**src/rtl/one_unit_mean_accumulator_pkg.sv**
```systemverilog
// Shared constants and FSM encoding for the one-unit mean accumulator
// and the subtractor that consumes its mean matrix.
package one_unit_mean_accumulator_pkg;

    localparam int MEAN_DW     = 26;
    localparam int MEAN_N_LOG2 = 8;

    typedef enum logic [1:0] {
        IDLE = 2'd0,
        ACC  = 2'd1,
        DONE = 2'd2
    } state_t;

endpackage

```
**src/rtl/one_unit_mean_accumulator_lane.sv**
```systemverilog
// One matrix element: wide signed accumulator plus the registered
// floor-shifted mean.
module one_unit_mean_lane
    import one_unit_mean_accumulator_pkg::*;
#(
    parameter int DW     = MEAN_DW,
    parameter int N_LOG2 = MEAN_N_LOG2
) (
    input  logic                 clk,
    input  logic                 rst,
    input  logic                 clr,
    input  logic                 add_en,
    input  logic                 load,
    input  logic signed [DW-1:0] sample,
    output logic signed [DW-1:0] mean
);

    localparam int AW = DW + N_LOG2;

    logic signed [AW-1:0] acc;
    logic signed [AW-1:0] ext;

    assign ext = {{N_LOG2{sample[DW-1]}}, sample};

    always_ff @(posedge clk or posedge rst) begin
        if (rst) begin
            acc <= '0;
        end else if (clr) begin
            acc <= '0;
        end else if (add_en) begin
            acc <= acc + ext;
        end
    end

    // Dropping the low N_LOG2 bits of a two's-complement sum floors it
    always_ff @(posedge clk or posedge rst) begin
        if (rst) begin
            mean <= '0;
        end else if (load) begin
            mean <= acc[N_LOG2 +: DW];
        end
    end

endmodule

```
**src/rtl/one_unit_mean_accumulator.sv**
```systemverilog
// Averages 2^N_LOG2 samples of a 4x4 signed matrix; the FSM and sample
// counter are shared by all sixteen lanes.
module one_unit_mean_accumulator
    import one_unit_mean_accumulator_pkg::*;
#(
    parameter int DW     = MEAN_DW,
    parameter int N_LOG2 = MEAN_N_LOG2
) (
    input  logic                 clk_mean,
    input  logic                 rst_mean,
    input  logic                 start,
    input  logic                 in_valid,
    input  logic signed [DW-1:0] i_11, i_12, i_13, i_14,
    input  logic signed [DW-1:0] i_21, i_22, i_23, i_24,
    input  logic signed [DW-1:0] i_31, i_32, i_33, i_34,
    input  logic signed [DW-1:0] i_41, i_42, i_43, i_44,
    output logic signed [DW-1:0] m_11, m_12, m_13, m_14,
    output logic signed [DW-1:0] m_21, m_22, m_23, m_24,
    output logic signed [DW-1:0] m_31, m_32, m_33, m_34,
    output logic signed [DW-1:0] m_41, m_42, m_43, m_44,
    output logic                 busy,
    output logic                 done
);

    state_t            state;
    state_t            state_nx;
    logic [N_LOG2-1:0] cnt;
    logic              clr;
    logic              add_en;
    logic              load;

    logic signed [DW-1:0] in_v [16];
    logic signed [DW-1:0] m_v  [16];

    always_ff @(posedge clk_mean or posedge rst_mean) begin
        if (rst_mean) begin
            state <= IDLE;
        end else begin
            state <= state_nx;
        end
    end

    always_comb begin
        state_nx = state;
        unique case (state)
            IDLE: if (start) state_nx = ACC;
            ACC: begin
                if (in_valid && (cnt == '1)) state_nx = DONE;
            end
            DONE: state_nx = IDLE;
            default: state_nx = IDLE;
        endcase
    end

    always_comb begin
        busy   = (state == ACC) || (state == DONE);
        clr    = (state == IDLE) && start;
        add_en = (state == ACC) && in_valid;
        load   = (state == DONE);
    end

    always_ff @(posedge clk_mean or posedge rst_mean) begin
        if (rst_mean) begin
            cnt  <= '0;
            done <= 1'b0;
        end else begin
            done <= load;
            if (clr) begin
                cnt <= '0;
            end else if (add_en) begin
                cnt <= cnt + 1'b1;
            end
        end
    end

    assign in_v[0]  = i_11;
    assign in_v[1]  = i_12;
    assign in_v[2]  = i_13;
    assign in_v[3]  = i_14;
    assign in_v[4]  = i_21;
    assign in_v[5]  = i_22;
    assign in_v[6]  = i_23;
    assign in_v[7]  = i_24;
    assign in_v[8]  = i_31;
    assign in_v[9]  = i_32;
    assign in_v[10] = i_33;
    assign in_v[11] = i_34;
    assign in_v[12] = i_41;
    assign in_v[13] = i_42;
    assign in_v[14] = i_43;
    assign in_v[15] = i_44;

    for (genvar g = 0; g < 16; g++) begin : g_lane
        one_unit_mean_lane #(
            .DW     (DW),
            .N_LOG2 (N_LOG2)
        ) u_lane (
            .clk    (clk_mean),
            .rst    (rst_mean),
            .clr    (clr),
            .add_en (add_en),
            .load   (load),
            .sample (in_v[g]),
            .mean   (m_v[g])
        );
    end

    assign m_11 = m_v[0];
    assign m_12 = m_v[1];
    assign m_13 = m_v[2];
    assign m_14 = m_v[3];
    assign m_21 = m_v[4];
    assign m_22 = m_v[5];
    assign m_23 = m_v[6];
    assign m_24 = m_v[7];
    assign m_31 = m_v[8];
    assign m_32 = m_v[9];
    assign m_33 = m_v[10];
    assign m_34 = m_v[11];
    assign m_41 = m_v[12];
    assign m_42 = m_v[13];
    assign m_43 = m_v[14];
    assign m_44 = m_v[15];

endmodule

```
**config.mk**
```make
export PLATFORM = sky130hd
export DESIGN_NAME = one_unit_mean_accumulator
export DESIGN_NICKNAME = d
export VERILOG_FILES = /design/src/rtl/one_unit_mean_accumulator_pkg.sv /design/src/rtl/one_unit_mean_accumulator_lane.sv /design/src/rtl/one_unit_mean_accumulator.sv
export SDC_FILE = /design/constraint.sdc
export NUM_CORES = 2
export LEC_CHECK = 0
export CORE_MARGIN = 2
export CORE_UTILIZATION = 51
export DETAILED_ROUTE_END_ITERATION = 8
export GPL_TIMING_DRIVEN = 0
export PLACE_DENSITY = 0.88
export SLEW_MARGIN = 20
export SYNTH_ARGS = -nofsm -noshare
export SYNTH_HDL_FRONTEND = slang
export SYNTH_SLANG_ARGS = --single-unit
```
**constraint.sdc**
```tcl
create_clock -name clk_mean -period 27.8 [get_ports clk_mean]
set_input_delay 2.78 -clock clk_mean [delete_from_list [all_inputs] [get_ports clk_mean]]
set_output_delay 2.78 -clock clk_mean [all_outputs]
set_load 0.1 [all_outputs]
```
==> impl_metrics.toml <==
[sta]
tns_ps = 0
skew_ps = 22.0
fin_crit_ps = 6210
relSlewSlack = 0.139
fmax_mhz = 161
hold_violations = 0
rsz0062_at_grt = "no"
min_period_over_period = 0.223
tightest_slew_ps = 1290
finalMaxSlewViolations = 0
setup_viol = 0
fin_worst_hold_slack_ps = 504

[cells_and_area]
fin_cells = 9303
syn_to_final_growth_pct = 24.8
fin_util = 0.642
nNetsFinal = 8511
drive_gt1_frac = 0.0987

[setup_path]
critPathSlowestCell = "xnor2_1"
crit_arrival_ps = 6770
r2r_slack_ps = 23570
critical_path_class = "in2reg"
path_buf_inv = 1
cp_slowest_stage_delay_ps = 660
worst_setup_path_end_kind = "flip-flop"
cpLargestDelayFamily = "compound AO/OA/AOI/OAI gates"
crit_chain = "clkdlybuf4s50_1 -> ha_1 -> a211oi_1 -> o21bai_1 -> a211oi_1 -> o21ai_2 -> a21oi_1 -> o31ai_2 -> nor4_1 -> o41ai_2 -> xnor2_1 -> or3_1 -> a21oi_1"
worstPathRequired_ps = 28360
cp_max_fo = 4
cp-start-kind = "input port"

[yosys]
ys_seq_area_frac = 0.394
postSynthCellCount = 6549
synth_flop_cell = "dfrtp_1"
yosysUniqueCellTypes = 91
syn_nets = 7519
syn_area_per_cell_um2 = 9.43
ys_warn_count = 0
synth-edff-count = 0
synth_area_um2 = 61700
async_flop_share = 1.00
ys_seq_elements = 971

[place]
portBuffers = 837
dp.cells = 9042
dp_hpwl_mm = 175
gp_congestion = 0.985

[clocking]
cts_tree = "built"
cts_root_buf = "clkbuf_16"
cts_hold_buf = 0
htree_levels = 3
cts_buffers = 108
clock_tree.buffer_depth = 3
cts_resized = 0
clk_latency_ps = 710
cts_setup_buffers = 0
clk_pin_slew_ps = 60
clkSinkCount = 971

[grt]
grt_pass1_vias = 55745
grt_pass1_wl_mm = 341
track_usage = 0.359
antenna_found_initial = 83
overflow = 0
grt_max_degree = 35

[routing]
ant_nets = 0
vias = 56899
first_iter_violations = 5011
wl_per_cell_um = 24.7
drt-vias-per-instance = 6.12
dr.pass1.iters = 6
drcViolationCount = 0
routed_wl_mm = 230

[floorplanning]
row_count = 127
io_pins = 838
core_region_area_um2 = 120000
initial_core_util = 0.515
dieArea_um2 = 124000
fp.dieH_um = 352
die_w_um = 352

[pwr]
cellPowerDensity_nw_per_um2 = 129
vdd_drop_max_uv = 155
power.leakage_nw = 36.1

[run_status]
status = "complete, no violations"

[worst_hold_path]
hp-class = "reg2reg"

[flow_run]
maxCapViolations = 0
==> layout by cell type (no fill, tap or decap), types with 20 or more instances in the layout <==
cell             Yosys  final
clkbuf_1           245    227
nor2b_1             49     49
o21ai_1             26     26
o21bai_1            92     92
nand2b_1            51     51
o21a_1              43     43
mux2_2             418    418
and2_1              28     28
nor3_1              69     69
buf_12               0     33
o31ai_1             33     33
a31oi_1             54     54
clkinv_2             0     23
nor2_1             324    323
nand2_1            937    937
or3_1               35     35
inv_1              122    121
a21o_1             288    288
o211ai_1            20     20
clkbuf_8             0     20
o21ai_0            364    364
a21oi_1            778    778
a211oi_1            84     84
clkbuf_16            0    111
nand3_1             84     84
ha_1               534    534
xnor2_1            274    274
clkdlybuf4s50_1      0    825
diode_2              0     59
and3_1              65     65
dfrtp_1            971    971
clkbuf_2             0     36
xor2_1             175    175
nand4_1             67     67
==> stage by stage <==
| stage | area (um2) | setup WS, ps | power [W] |
|---|---|---|---|
| after floorplan | 61700 | 11650 | 0.00660 |
| final | 77000 | 21590 | 0.00991 |
| after global placement | 72100 | 5750 | 0.00807 |
| after global routing | 77000 | 21260 | 0.0104 |
| after detailed placement | 73100 | 20980 | 0.00825 |
| after CTS | 76900 | 21710 | 0.00984 |
==> registers in the layout (all words and copies together), names as in the netlist <==
name,cells
g_lane.u_lane.acc,544
cnt,8
g_lane.u_lane.mean,416
state,2
done,1
==> layer usage <==
layer	part of all wire	wire [um]	GRT usage	up-vias
met2	0.45	103000	0.559	2691
met3	0.094	21600	0.0831	742
met5	0.00085	195	0	-
met1	0.38	87800	0.444	27742
met4	0.074	17000	0.244	28
li1	-	-	-	25696
==> cells by family after synthesis <==
group / count (synthesis) / synth area share
AO/OA/AOI/OAI: 1973 / 0.198
AND/OR/NAND/NOR: 1801 / 0.131
flip-flops: 971 / 0.394
adder cells (fa/ha/maj): 550 / 0.113
XOR/XNOR: 449 / 0.0637
multiplexers: 425 / 0.0774
buffers and inverters: 380 / 0.0231
==> synth_stat cells (16+ instances only) <==
cell type  number  area share
nand4_1        67      0.0068
and4_1         16      0.0023
nand2b_1       51      0.0052
dfrtp_1       971        0.39
nand3_1        84      0.0068
o21ai_0       364       0.030
nand2_1       937       0.057
and2_1         28      0.0028
fa_1           16      0.0052
xnor2_1       274       0.039
clkbuf_1      245       0.015
a21o_1        288       0.035
o31ai_1        33      0.0040
and3_1         65      0.0066
a21oi_1       778       0.063
a211oi_1       84       0.010
inv_1         122      0.0074
nor2_1        324       0.020
o211ai_1       20      0.0024
nor2b_1        49      0.0050
nor3_1         69      0.0056
xor2_1        175       0.025
o21ai_1        26      0.0021
o21a_1         43      0.0052
mux2_2        418       0.076
o21bai_1       92       0.011
ha_1          534        0.11
or3_1          35      0.0035
a31oi_1        54      0.0055
==> worst paths after layout <==
path,start,to,depth (start not counted)
max,i_41[1],g_lane[12].u_lane.acc[33],13
min,g_lane[12].u_lane.mean[8],g_lane[12].u_lane.mean[8],1
max reg2reg,state[1],g_lane[0].u_lane.acc[1],8
min reg2reg,g_lane[12].u_lane.mean[8],g_lane[12].u_lane.mean[8],1
max in group asynchronous,rst_mean,g_lane[4].u_lane.mean[19],10
min in group asynchronous,rst_mean,g_lane[10].u_lane.mean[20],2
==> layout make-up <==
class / count / area [um2]
multi-input combinational: 5198 / 36000
clock buffer: 149 / 3120
clock inverter: 52 / 668
sequential: 971 / 24300
timing repair buffer: 882 / 9280
fill: 9312 / 42900
buffer: 258 / 1020
inverter: 122 / 462
antenna: 59 / 148
tap: 1612 / 2020
==> power breakdown <==
group,switching (W),total [W],internal (W)
Combinational,0.00406,0.00601,0.00196
Clock,0.000632,0.00155,0.000914
Sequential,0.000415,0.00235,0.00194
Total,0.00510,0.00991,0.00481
Note: power is estimated with default switching activity, not from simulation.
